==> src/rtl/systolic_pkg.sv <==
// Shared types and elaboration helpers for the N x N systolic matrix engine.
package systolic_pkg;

  // Controller states of the job sequencer.
  typedef enum logic [1:0] {
    IDLE   = 2'd0,
    STREAM = 2'd1,
    FLUSH  = 2'd2,
    OUTPUT = 2'd3
  } state_t;

  localparam int DEF_DATA_W = 8;

  // Ceiling log2; clog2(1) = 0.
  function automatic int clog2(input int value);
    int r;
    r = 0;
    while ((1 << r) < value) r++;
    return r;
  endfunction

  // Accumulator width: full signed product plus 8 guard bits for K up to 255.
  function automatic int acc_w(input int data_w);
    return 2 * data_w + 8;
  endfunction

endpackage

==> src/rtl/systolic_pe.sv <==
// One processing element of the output-stationary grid.
// Forwards a (right) and b (down) with their valid tags one cycle per hop and
// accumulates a*b when both incoming tags are set.
// Optional build macro SYSTOLIC_ACC_SAT_EN: saturating, sticky-clamp accumulate.
module systolic_pe import systolic_pkg::*; #(
  parameter int DATA_W = DEF_DATA_W,
  parameter int ACC_W  = acc_w(DEF_DATA_W)
) (
  input  logic              clk,
  input  logic              rst_n,
  input  logic              clr,
  input  logic [DATA_W-1:0] a_in,
  input  logic [DATA_W-1:0] b_in,
  input  logic              va_in,
  input  logic              vb_in,
  output logic [DATA_W-1:0] a_out,
  output logic [DATA_W-1:0] b_out,
  output logic              va_out,
  output logic              vb_out,
  output logic [ACC_W-1:0]  acc
);

  logic signed [2*DATA_W-1:0] prod;
  logic [ACC_W-1:0]           prod_ext;
  logic                       mac;

  assign prod     = $signed(a_in) * $signed(b_in);
  assign prod_ext = {{(ACC_W-2*DATA_W){prod[2*DATA_W-1]}}, prod};
  assign mac      = va_in & vb_in;

  // Operand and tag forwarding to the right/lower neighbours.
  always_ff @(posedge clk) begin
    if (!rst_n) begin
      a_out  <= '0;
      b_out  <= '0;
      va_out <= 1'b0;
      vb_out <= 1'b0;
    end else begin
      a_out  <= a_in;
      b_out  <= b_in;
      va_out <= va_in;
      vb_out <= vb_in;
    end
  end

`ifdef SYSTOLIC_ACC_SAT_EN
  logic           sat;
  logic [ACC_W:0] sum;

  assign sum = {acc[ACC_W-1], acc} + {prod_ext[ACC_W-1], prod_ext};

  // Saturating accumulate; once clamped the PE holds until the next clear.
  always_ff @(posedge clk) begin
    if (!rst_n) begin
      acc <= '0;
      sat <= 1'b0;
    end else if (clr) begin
      acc <= '0;
      sat <= 1'b0;
    end else if (mac && !sat) begin
      if (sum[ACC_W] != sum[ACC_W-1]) begin
        sat <= 1'b1;
        acc <= sum[ACC_W] ? {1'b1, {(ACC_W-1){1'b0}}} : {1'b0, {(ACC_W-1){1'b1}}};
      end else begin
        acc <= sum[ACC_W-1:0];
      end
    end
  end
`else
  // Two's-complement wrapping accumulate.
  always_ff @(posedge clk) begin
    if (!rst_n) begin
      acc <= '0;
    end else if (clr) begin
      acc <= '0;
    end else if (mac) begin
      acc <= acc + prod_ext;
    end
  end
`endif

endmodule

==> src/rtl/systolic_array_nxn.sv <==
// N x N output-stationary systolic matrix multiply C = A*B.
// A arrives by columns, B by rows; an internal skew front-end aligns the
// operands, a flush timer drains the grid, and rows are read out serially
// with out_valid/out_ready back-pressure.
// Optional build macro SYSTOLIC_ACC_SAT_EN (handled inside systolic_pe).
//
// state  | meaning
// IDLE   | waiting for start; start clears accumulators and latches k_len
// STREAM | accepting k_len operand beats (in_ready=1)
// FLUSH  | 2N-1 cycles for the last beat to reach and update PE(N-1,N-1)
// OUTPUT | presenting accumulator row r until handshake, done after row N-1
module systolic_array_nxn import systolic_pkg::*; #(
  parameter int N      = 3,
  parameter int DATA_W = DEF_DATA_W,
  parameter int K_MAX  = 255,
  parameter int KW     = 8,
  parameter int ACC_W  = acc_w(DATA_W)
) (
  input  logic                   clk,
  input  logic                   rst_n,
  input  logic                   start,
  input  logic [KW-1:0]          k_len,
  output logic                   busy,
  input  logic                   in_valid,
  output logic                   in_ready,
  input  logic [N*DATA_W-1:0]    a_vec,
  input  logic [N*DATA_W-1:0]    b_vec,
  output logic                   out_valid,
  input  logic                   out_ready,
  output logic [N*ACC_W-1:0]     out_row,
  output logic [clog2(N)-1:0]    out_row_idx,
  output logic                   done
);

  localparam int IW = clog2(N);
  localparam int FW = clog2(2 * N);

  state_t          state;
  logic [KW-1:0]   beats_left;
  logic [FW-1:0]   flush_cnt;
  logic [IW-1:0]   row_idx;
  logic [KW-1:0]   k_eff;
  logic            accept;
  logic            acc_clr;

  logic [DATA_W-1:0] a_sk  [N];
  logic [DATA_W-1:0] b_sk  [N];
  logic              va_sk [N];
  logic              vb_sk [N];

  logic [DATA_W-1:0] a_h  [N][N];
  logic [DATA_W-1:0] b_v  [N][N];
  logic              va_h [N][N];
  logic              vb_v [N][N];
  logic [ACC_W-1:0]  acc  [N][N];

  assign accept      = in_valid & in_ready;
  assign acc_clr     = (state == IDLE) & start;
  assign k_eff       = (k_len > KW'(K_MAX)) ? KW'(K_MAX) : k_len;
  assign out_row_idx = row_idx;

  // Skew front-end: lane i sees the beat i cycles later than lane 0;
  // cycles without an accepted beat inject zero data with a cleared tag.
  for (genvar i = 0; i < N; i++) begin : g_skew
    logic [DATA_W-1:0] a_sr  [i+1];
    logic [DATA_W-1:0] b_sr  [i+1];
    logic              va_sr [i+1];
    logic              vb_sr [i+1];

    // Shift register per lane, depth i+1.
    always_ff @(posedge clk) begin
      if (!rst_n) begin
        for (int s = 0; s <= i; s++) begin
          a_sr[s]  <= '0;
          b_sr[s]  <= '0;
          va_sr[s] <= 1'b0;
          vb_sr[s] <= 1'b0;
        end
      end else begin
        a_sr[0]  <= accept ? a_vec[i*DATA_W +: DATA_W] : '0;
        b_sr[0]  <= accept ? b_vec[i*DATA_W +: DATA_W] : '0;
        va_sr[0] <= accept;
        vb_sr[0] <= accept;
        for (int s = 1; s <= i; s++) begin
          a_sr[s]  <= a_sr[s-1];
          b_sr[s]  <= b_sr[s-1];
          va_sr[s] <= va_sr[s-1];
          vb_sr[s] <= vb_sr[s-1];
        end
      end
    end

    assign a_sk[i]  = a_sr[i];
    assign b_sk[i]  = b_sr[i];
    assign va_sk[i] = va_sr[i];
    assign vb_sk[i] = vb_sr[i];
  end

  // PE grid: a/tag travels right along row i, b/tag travels down column j.
  for (genvar i = 0; i < N; i++) begin : g_row
    for (genvar j = 0; j < N; j++) begin : g_col
      logic [DATA_W-1:0] a_w;
      logic [DATA_W-1:0] b_w;
      logic              va_w;
      logic              vb_w;

      if (j == 0) begin : g_a_edge
        assign a_w  = a_sk[i];
        assign va_w = va_sk[i];
      end else begin : g_a_int
        assign a_w  = a_h[i][j-1];
        assign va_w = va_h[i][j-1];
      end

      if (i == 0) begin : g_b_edge
        assign b_w  = b_sk[j];
        assign vb_w = vb_sk[j];
      end else begin : g_b_int
        assign b_w  = b_v[i-1][j];
        assign vb_w = vb_v[i-1][j];
      end

      systolic_pe #(
        .DATA_W (DATA_W),
        .ACC_W  (ACC_W)
      ) u_pe (
        .clk    (clk),
        .rst_n  (rst_n),
        .clr    (acc_clr),
        .a_in   (a_w),
        .b_in   (b_w),
        .va_in  (va_w),
        .vb_in  (vb_w),
        .a_out  (a_h[i][j]),
        .b_out  (b_v[i][j]),
        .va_out (va_h[i][j]),
        .vb_out (vb_v[i][j]),
        .acc    (acc[i][j])
      );
    end
  end

  // Job sequencer with registered handshake/status outputs.
  always_ff @(posedge clk) begin
    if (!rst_n) begin
      state      <= IDLE;
      beats_left <= '0;
      flush_cnt  <= '0;
      row_idx    <= '0;
      busy       <= 1'b0;
      in_ready   <= 1'b0;
      out_valid  <= 1'b0;
      done       <= 1'b0;
    end else begin
      done <= 1'b0;
      case (state)
        IDLE: begin
          if (start) begin
            busy       <= 1'b1;
            row_idx    <= '0;
            beats_left <= k_eff;
            if (k_eff == '0) begin
              state     <= OUTPUT;
              out_valid <= 1'b1;
            end else begin
              state    <= STREAM;
              in_ready <= 1'b1;
            end
          end
        end
        STREAM: begin
          if (accept) begin
            if (beats_left == KW'(1)) begin
              state     <= FLUSH;
              in_ready  <= 1'b0;
              flush_cnt <= FW'(2 * N - 2);
            end else begin
              beats_left <= beats_left - 1'b1;
            end
          end
        end
        FLUSH: begin
          if (flush_cnt == '0) begin
            state     <= OUTPUT;
            out_valid <= 1'b1;
            row_idx   <= '0;
          end else begin
            flush_cnt <= flush_cnt - 1'b1;
          end
        end
        OUTPUT: begin
          if (out_ready) begin
            if (row_idx == IW'(N - 1)) begin
              state     <= IDLE;
              out_valid <= 1'b0;
              busy      <= 1'b0;
              done      <= 1'b1;
            end else begin
              row_idx <= row_idx + 1'b1;
            end
          end
        end
        default: state <= IDLE;
      endcase
    end
  end

  // Readout mux: row r of the accumulators while a row is presented, else zero.
  always_comb begin
    out_row = '0;
    if (out_valid) begin
      for (int r = 0; r < N; r++) begin
        if (row_idx == IW'(r)) begin
          for (int j = 0; j < N; j++) begin
            out_row[j*ACC_W +: ACC_W] = acc[r][j];
          end
        end
      end
    end
  end

endmodule

==> config.mk <==
export PLATFORM = sky130hd
export DESIGN_NAME = systolic_array_nxn
export DESIGN_NICKNAME = d
export VERILOG_FILES = /design/src/rtl/systolic_pkg.sv /design/src/rtl/systolic_pe.sv /design/src/rtl/systolic_array_nxn.sv
export SDC_FILE = /design/constraint.sdc
export NUM_CORES = 2
export LEC_CHECK = 0
export BUFFER_PORTS_ARGS = -buffer_cell sky130_fd_sc_hd__buf_4
export CAP_MARGIN = 15
export CORE_MARGIN = 3
export CORE_UTILIZATION = 57
export CTS_CLUSTER_SIZE = 30
export DETAILED_ROUTE_END_ITERATION = 8
export PLACE_DENSITY = 0.74
export SETUP_SLACK_MARGIN = 0.2
export SLEW_MARGIN = 20
export SYNTH_ARGS = -nofsm -noshare
export SYNTH_HDL_FRONTEND = slang
export SYNTH_HIERARCHICAL = 1
export SYNTH_SLANG_ARGS = --single-unit
==> constraint.sdc <==
create_clock -name clk -period 7.6 [get_ports clk]
set_clock_uncertainty 0.1 [all_clocks]
set_input_delay 1.52 -clock clk [delete_from_list [all_inputs] [get_ports clk]]
set_output_delay 1.52 -clock clk [all_outputs]
set_load 0.05 [all_outputs]
-- Word-level counts from Yosys, hierarchy flattened
Memories as Yosys holds them, arrays and structs flattened.
Index checks and enable logic that the tools add are counted.
- register bits: 343
- word-level logic and storage cells: 221
- memory bits (writable): 108
- input bits: 61
- output and inout bits: 78
- memories kept: 12
- memory list (name ; words ; bits a word ; read ports ; clocked after Yosys merged registers in ; wr ports ; RTL line ; text):
    g_skew[2].a_sr ; 3 ; 8 ; 3 ; 0 ; 3 ; systolic_array_nxn.sv:65 ; logic [DATA_W-1:0] a_sr [i+1];
    g_skew[2].b_sr ; 3 ; 8 ; 3 ; 0 ; 3 ; systolic_array_nxn.sv:66 ; logic [DATA_W-1:0] b_sr [i+1];
    g_skew[1].a_sr ; 2 ; 8 ; 2 ; 0 ; 2 ; systolic_array_nxn.sv:65 ;
    g_skew[1].b_sr ; 2 ; 8 ; 2 ; 0 ; 2 ; systolic_array_nxn.sv:66 ;
    g_skew[0].a_sr ; 1 ; 8 ; 1 ; 0 ; 1 ; systolic_array_nxn.sv:65 ;
    g_skew[0].b_sr ; 1 ; 8 ; 1 ; 0 ; 1 ; systolic_array_nxn.sv:66 ;
    6 more memories ; n/a ; n/a ; n/a ; n/a ; n/a ; n/a ;
- muxes and demuxes: 76
- $lt $le $gt $ge: 1
- multiply operators: 9
- equal/unequal tests: 17
- bitwise operators: 32
- $add $sub $neg: 12
- reductions and logical operators: 21
- operators with widths (kind ; count):
    72-bit 2-to-1 mux ; 4
    24-bit adder ; 9
    8-bit 2-to-1 mux ; 22
    8-bit by 8-bit multiplier with 16-bit output ; 9
    1-bit 2-to-1 mux ; 29
    2-bit 2-to-1 mux ; 11
    2-bit inequality test (second input constant) ; 10
    1-bit OR ; 20
    8-bit one-hot mux with 2 select lines ; 1
    8-bit OR reduction ; 2
    4-bit AND reduction ; 3
    6-bit AND reduction ; 2
    1-bit bitwise AND ; 11
    5-bit AND reduction ; 2
    3-bit 2-to-1 mux ; 3
    8-bit by 1-bit equality test with 1-bit output (second input constant) ; 1
    8-bit greater-than comparator (second input constant) ; 1
    8-bit logical NOT ; 1
    2-bit one-hot mux with 4 select lines ; 1
    8-bit by 1-bit subtractor with 8-bit output (second input constant) ; 1
    2-bit equality test (second input constant) ; 3
    2-bit one-hot mux with 3 select lines ; 1
    3-bit one-hot mux with 2 select lines ; 1
    2-bit nonzero test ; 3
    other kinds (13) ; 17

-- Logic depth before layout (Yosys ltp)
- depth in word-level cells: 6
- depth in mapped cells: 29
- gate-level depth less buffers: 29

-- Cells and area by module
The synthesis kept the hierarchy.
- by module, submodules not included (module ; area an instance (µm²) ; cells each ; sequential area each (µm²) ; times used):
    systolic_pe at g_row[0].g_col[0].u_pe ... ; 4973.5 ; 564 ; 840.8 ; 3
    systolic_pe at g_row[2].g_col[0].u_pe ... ; 4993.5 ; 578 ; 840.8 ; 2
    systolic_pe at g_row[1].g_col[0].u_pe ... ; 4953.5 ; 572 ; 840.8 ; 2
    systolic_array_nxn ; 6114.6 ; 779 ; 2382.3 ; 1
    systolic_pe at g_row[2].g_col[2].u_pe ; 5001.0 ; 567 ; 840.8 ; 1
    systolic_pe at g_row[1].g_col[2].u_pe ; 4909.7 ; 573 ; 840.8 ; 1

-- Worst setup path after synthesis
OpenSTA, ideal clock, no wires.
- kind: reg2reg
- from: register g_row[2].g_col[0].u_pe.a_out[7]
- to: register g_row[2].g_col[1].u_pe.acc[23]
- required time: 7430 ps
- arrival time: 6304 ps
- setup slack: 1126 ps
- cell stages (with the launch flop): 27
- period minus slack after synthesis: 6474 ps
- path through: dfxtp_1 -> clkbuf_1 -> and2_1 -> fa_1 -> inv_1 -> fa_1 -> inv_1 -> fa_1 -> inv_1 -> fa_1 -> inv_1 -> ha_1 -> o21ai_0 -> nor2_1 -> o41ai_2 -> o2111ai_1 -> o211ai_1 -> xnor2_1 -> ha_1 -> and3_1 -> a221o_1 -> a22oi_2 -> a31oi_2 -> o41ai_2 -> xnor3_1 -> or3_1 -> a21oi_1
- word-level cells in the longest chain between the ends: 2
- RTL lines (item ; RTL line ; text):
    from (decl) ; systolic_pe.sv:16 ; output logic [DATA_W-1:0] a_out,
    from (signal assigned) ; systolic_pe.sv:39 ; a_out <= a_in;
    8-bit by 8-bit multiplier with 16-bit output ; systolic_pe.sv:27 ; assign prod = $signed(a_in) * $signed(b_in);
    24-bit adder ; systolic_pe.sv:77 ; acc <= acc + prod_ext;
    to (signal assigned) ; systolic_pe.sv:77 ;
    to (decl) ; systolic_pe.sv:20 ; output logic [ACC_W-1:0] acc
Every way passes these cells.
A chain may end at the register's enable or synchronous reset.

-- Worst setup path after layout
- from: register g_row[1].g_col[0].u_pe.b_out[2]
- to: register g_row[2].g_col[0].u_pe.acc[23]
- word-level cells in the longest chain between the ends: 2
- RTL lines (item ; RTL line ; text):
    from (decl) ; systolic_pe.sv:17 ; output logic [DATA_W-1:0] b_out,
    from (signal assigned) ; systolic_pe.sv:40 ; b_out <= b_in;
    8-bit by 8-bit multiplier with 16-bit output ; systolic_pe.sv:27 ;
    24-bit adder ; systolic_pe.sv:77 ;
    to (signal assigned) ; systolic_pe.sv:77 ;
    to (decl) ; systolic_pe.sv:20 ;
Every way passes these cells.

==> key figures <==
Status
  – Outcome: finished, final reports clean

Pwr
  – VDD IR max: 0.0002046 V
  – Power Total: 5.971 mW
  – Ratio of total power to cell area: 111.7 nW/um^2
  – Static Leakage: 25.78 nW

Worst setup path
  – Crit. End Element: flop
  – Endpoint of the lowest-slack register-to-register path: g_row[2].g_col[0].u_pe/acc[23]
  – Start of the worst register-to-register path: g_row[1].g_col[0].u_pe/b_out[2]
  – Critical path start-end classification: flop to flop
  – Type of element launching the critical path: flop
  – Required time of the critical path: 8.05 ns
  – Critical path capture point: g_row[2].g_col[0].u_pe/acc[23]
  – Setup slack of the worst register-to-register path: 0.62 ns
  – FF-to-FF path depth: 25
  – Critical Path Start: g_row[1].g_col[0].u_pe/b_out[2]
  – Cell with the biggest individual delay on the critical path: fa_1
  – Highest cell delay on the worst timing path: 0.56 ns
  – Crit path arrival time: 7.44 ns
  – Worst-path maximum fanout: 9

Timing
  – Fraction of the cycle the final worst path needs: 91.89%
  – Measured slew at the worst slew-check pin: 1.072 ns
  – Final TNS setup: 0 ns
  – Slew margin rel.: 28.37%
  – Post-layout min period: 6.983 ns
  – Max-slew violation total from the final report: 0
  – RSZ-0062 raised after global routing: no
  – Final setup violation count: 0
  – Peak clock frequency supported by timing: 143.2 MHz
  – Final Worst Setup Slack: 0.6166 ns
  – Number of failing hold endpoints at the final stage: 0

Die
  – Die Y: 300.4 um
  – I/O pin count: 139
  – Area inside the core boundary: 85550 um^2
  – Floorplan die area: 90270 um^2
  – Number of rows in the core area: 107
  – Initial Util: 57.77%
  – X dimension of the die: 300.4 um

Drt
  – Total wirelength of the detailed-routed design: 120300 um
  – Detailed router's first-iteration violation count: 2208
  – Initial DRT Pass Iterations: 6
  – Detail-routed via count per cell: 5.535
  – Wire per inst: 17.06 um
  – Number of vias in the routed layout: 39047
  – Count of unresolved DRC violations after routing: 0
  – Remaining number of nets flagged by the antenna check after routing: 0

CTS
  – Number of levels in the clock H-tree: 2
  – Clock Latency Late Sink: 0.64 ns
  – Total CTS buffers: 56
  – Hold bufs inserted after CTS: 0
  – Clock edge transition at the registers on the reported setup and hold paths: 0.06 ns
  – Clock tree sinks: 443
  – Maximum buffer depth of the clock tree: 3
  – Clock tree from TritonCTS: yes
  – Root buf cell: clkbuf_16

GRT
  – Total congestion overflow after global routing: 0
  – Initial antenna violation count: 1
  – Largest net degree at the start of global routing: 136
  – Overall routing resource usage: 26.92%
  – Number of global-route vias before repair: 40205
  – Wire length of the first global-routing pass: 200300 um

Hold path
  – Min-Delay Path Class: flop to flop

Layout
  – Net count reported at finish: 6925
  – Fraction of final layout cells with drive strength greater than 1: 6.750%
  – Layout overhead on the synthesized area: 8.165%
  – Post-layout instance area: 53450 um^2
  – Antenna diode count: 0

Place
  – Instance area after placement: 51480 um^2
  – RePlAce Congestion: 0.9228
  – Sum of net half-perimeters after detailed placement: 94180 um
  – Port buffer count: 138
  – Place WS: 0.4450 ns

Logic synthesis
  – Warning count from the yosys run: 6
  – Syn_nets: 6864
  – Gate count after technology mapping: 5802
  – Cell Area, Synth: 49420 um^2
  – Average size of a mapped cell: 8.517 um^2

Flow run
  – Max Cap Viol: 0
## layout by cell type (no fill, tap or decap), drive strengths merged, types with 145 or more instances in the layout
| master | n |
|---|---|
| inv | 860 |
| and2 | 625 |
| nand2 | 580 |
| a21oi | 508 |
| fa | 504 |
| ha | 497 |
| dfxtp | 443 |
| xnor2 | 208 |
| nor2 | 200 |
| buf | 167 |
| nor2b | 145 |
## layout make-up
class                   count  area, um^2
inverters                 846        3176
repair buffers            167        1266
well taps                1144        1431
flip-flops and latches    443        8870
multi-input cells        4349       36760
clock buffers              62        1464
clock inverters            44       489.2
fillers                  7334       32100
## state kept, by name (all words and copies together) (netlist names), 2 cells and up
name	cells
g_row.g_col.u_pe/acc	216
g_row.g_col.u_pe/a_out	48
g_row.g_col.u_pe/b_out	48
g_skew.a_sr	48
g_skew.b_sr	48
beats_left	8
g_row.g_col.u_pe/va_out	6
g_row.g_col.u_pe/vb_out	6
flush_cnt	3
g_skew.va_sr	3
out_row_idx	2
state	2
## where the power goes
| part | leakage, nW | total (mW) | switching [mW] | internal [mW] |
|---|---|---|---|---|
| Combinational | 21.3 | 0.707 | 0.443 | 0.264 |
| Sequential | 3.57 | 2.47 | 0.0846 | 2.38 |
| Clock | 0.937 | 2.80 | 1.20 | 1.60 |
| Total | 25.8 | 5.97 | 1.73 | 4.25 |
## layer usage
metal,track usage [%],vias to the layer above,part of all wire (%)
met5,0,-,0.011
li1,-,19167,-
met1,33.22,18774,42
met4,11.23,2,4.5
met2,47.90,877,49
met3,2.812,227,4.0
## critical path, delay by kind of cell (launching register included)
family,cells,cell delay [ns]
compound gates,9,1.70
xor+xnor,2,0.75
fa+ha+maj,6,2.78
buf+inv,4,0.21
flops,1,0.39
simple gates,4,0.97
## worst min path at each step
stage | to | slack [ns] | startpoint | cells after the start
2_1_floorplan | g_skew[1].a_sr[0][10] | 0.31 | g_skew[1].a_sr[0][2] | 1
3_3_place_gp | g_skew[1].b_sr[0][10] | 0.32 | g_skew[1].b_sr[0][2] | 1
3_5_place_dp | g_skew[2].b_sr[0][12] | 0.32 | g_skew[2].b_sr[0][4] | 1
4_1_cts | g_skew[1].b_sr[0][12] | 0.33 | g_skew[1].b_sr[0][4] | 1
5_1_grt | g_skew[2].a_sr[0][9] | 0.34 | g_skew[2].a_sr[0][1] | 1
6_report | g_skew[1].b_sr[0][11] | 0.33 | g_skew[1].b_sr[0][3] | 1
## through the flow
step / hold WS, ns / instances / util [%]
after floorplan: 0.3119 / 5802 / -
after global placement: 0.3164 / 6948 / 60.18
after detailed placement: 0.3189 / 6948 / 60.18
after CTS: 0.3332 / 7054 / 62.46
after global routing: 0.3392 / 7055 / 62.48
final: 0.3300 / 7055 / 62.48
## what timing repair did
| item | CTS | global route |
|---|---|---|
| resized for setup | 0 | 2 |
| buffers inserted | 0 | 1 |
| endpoints found under the setup margin | 0 | 2 |
No activity file was read; power rests on OpenSTA's default activity.
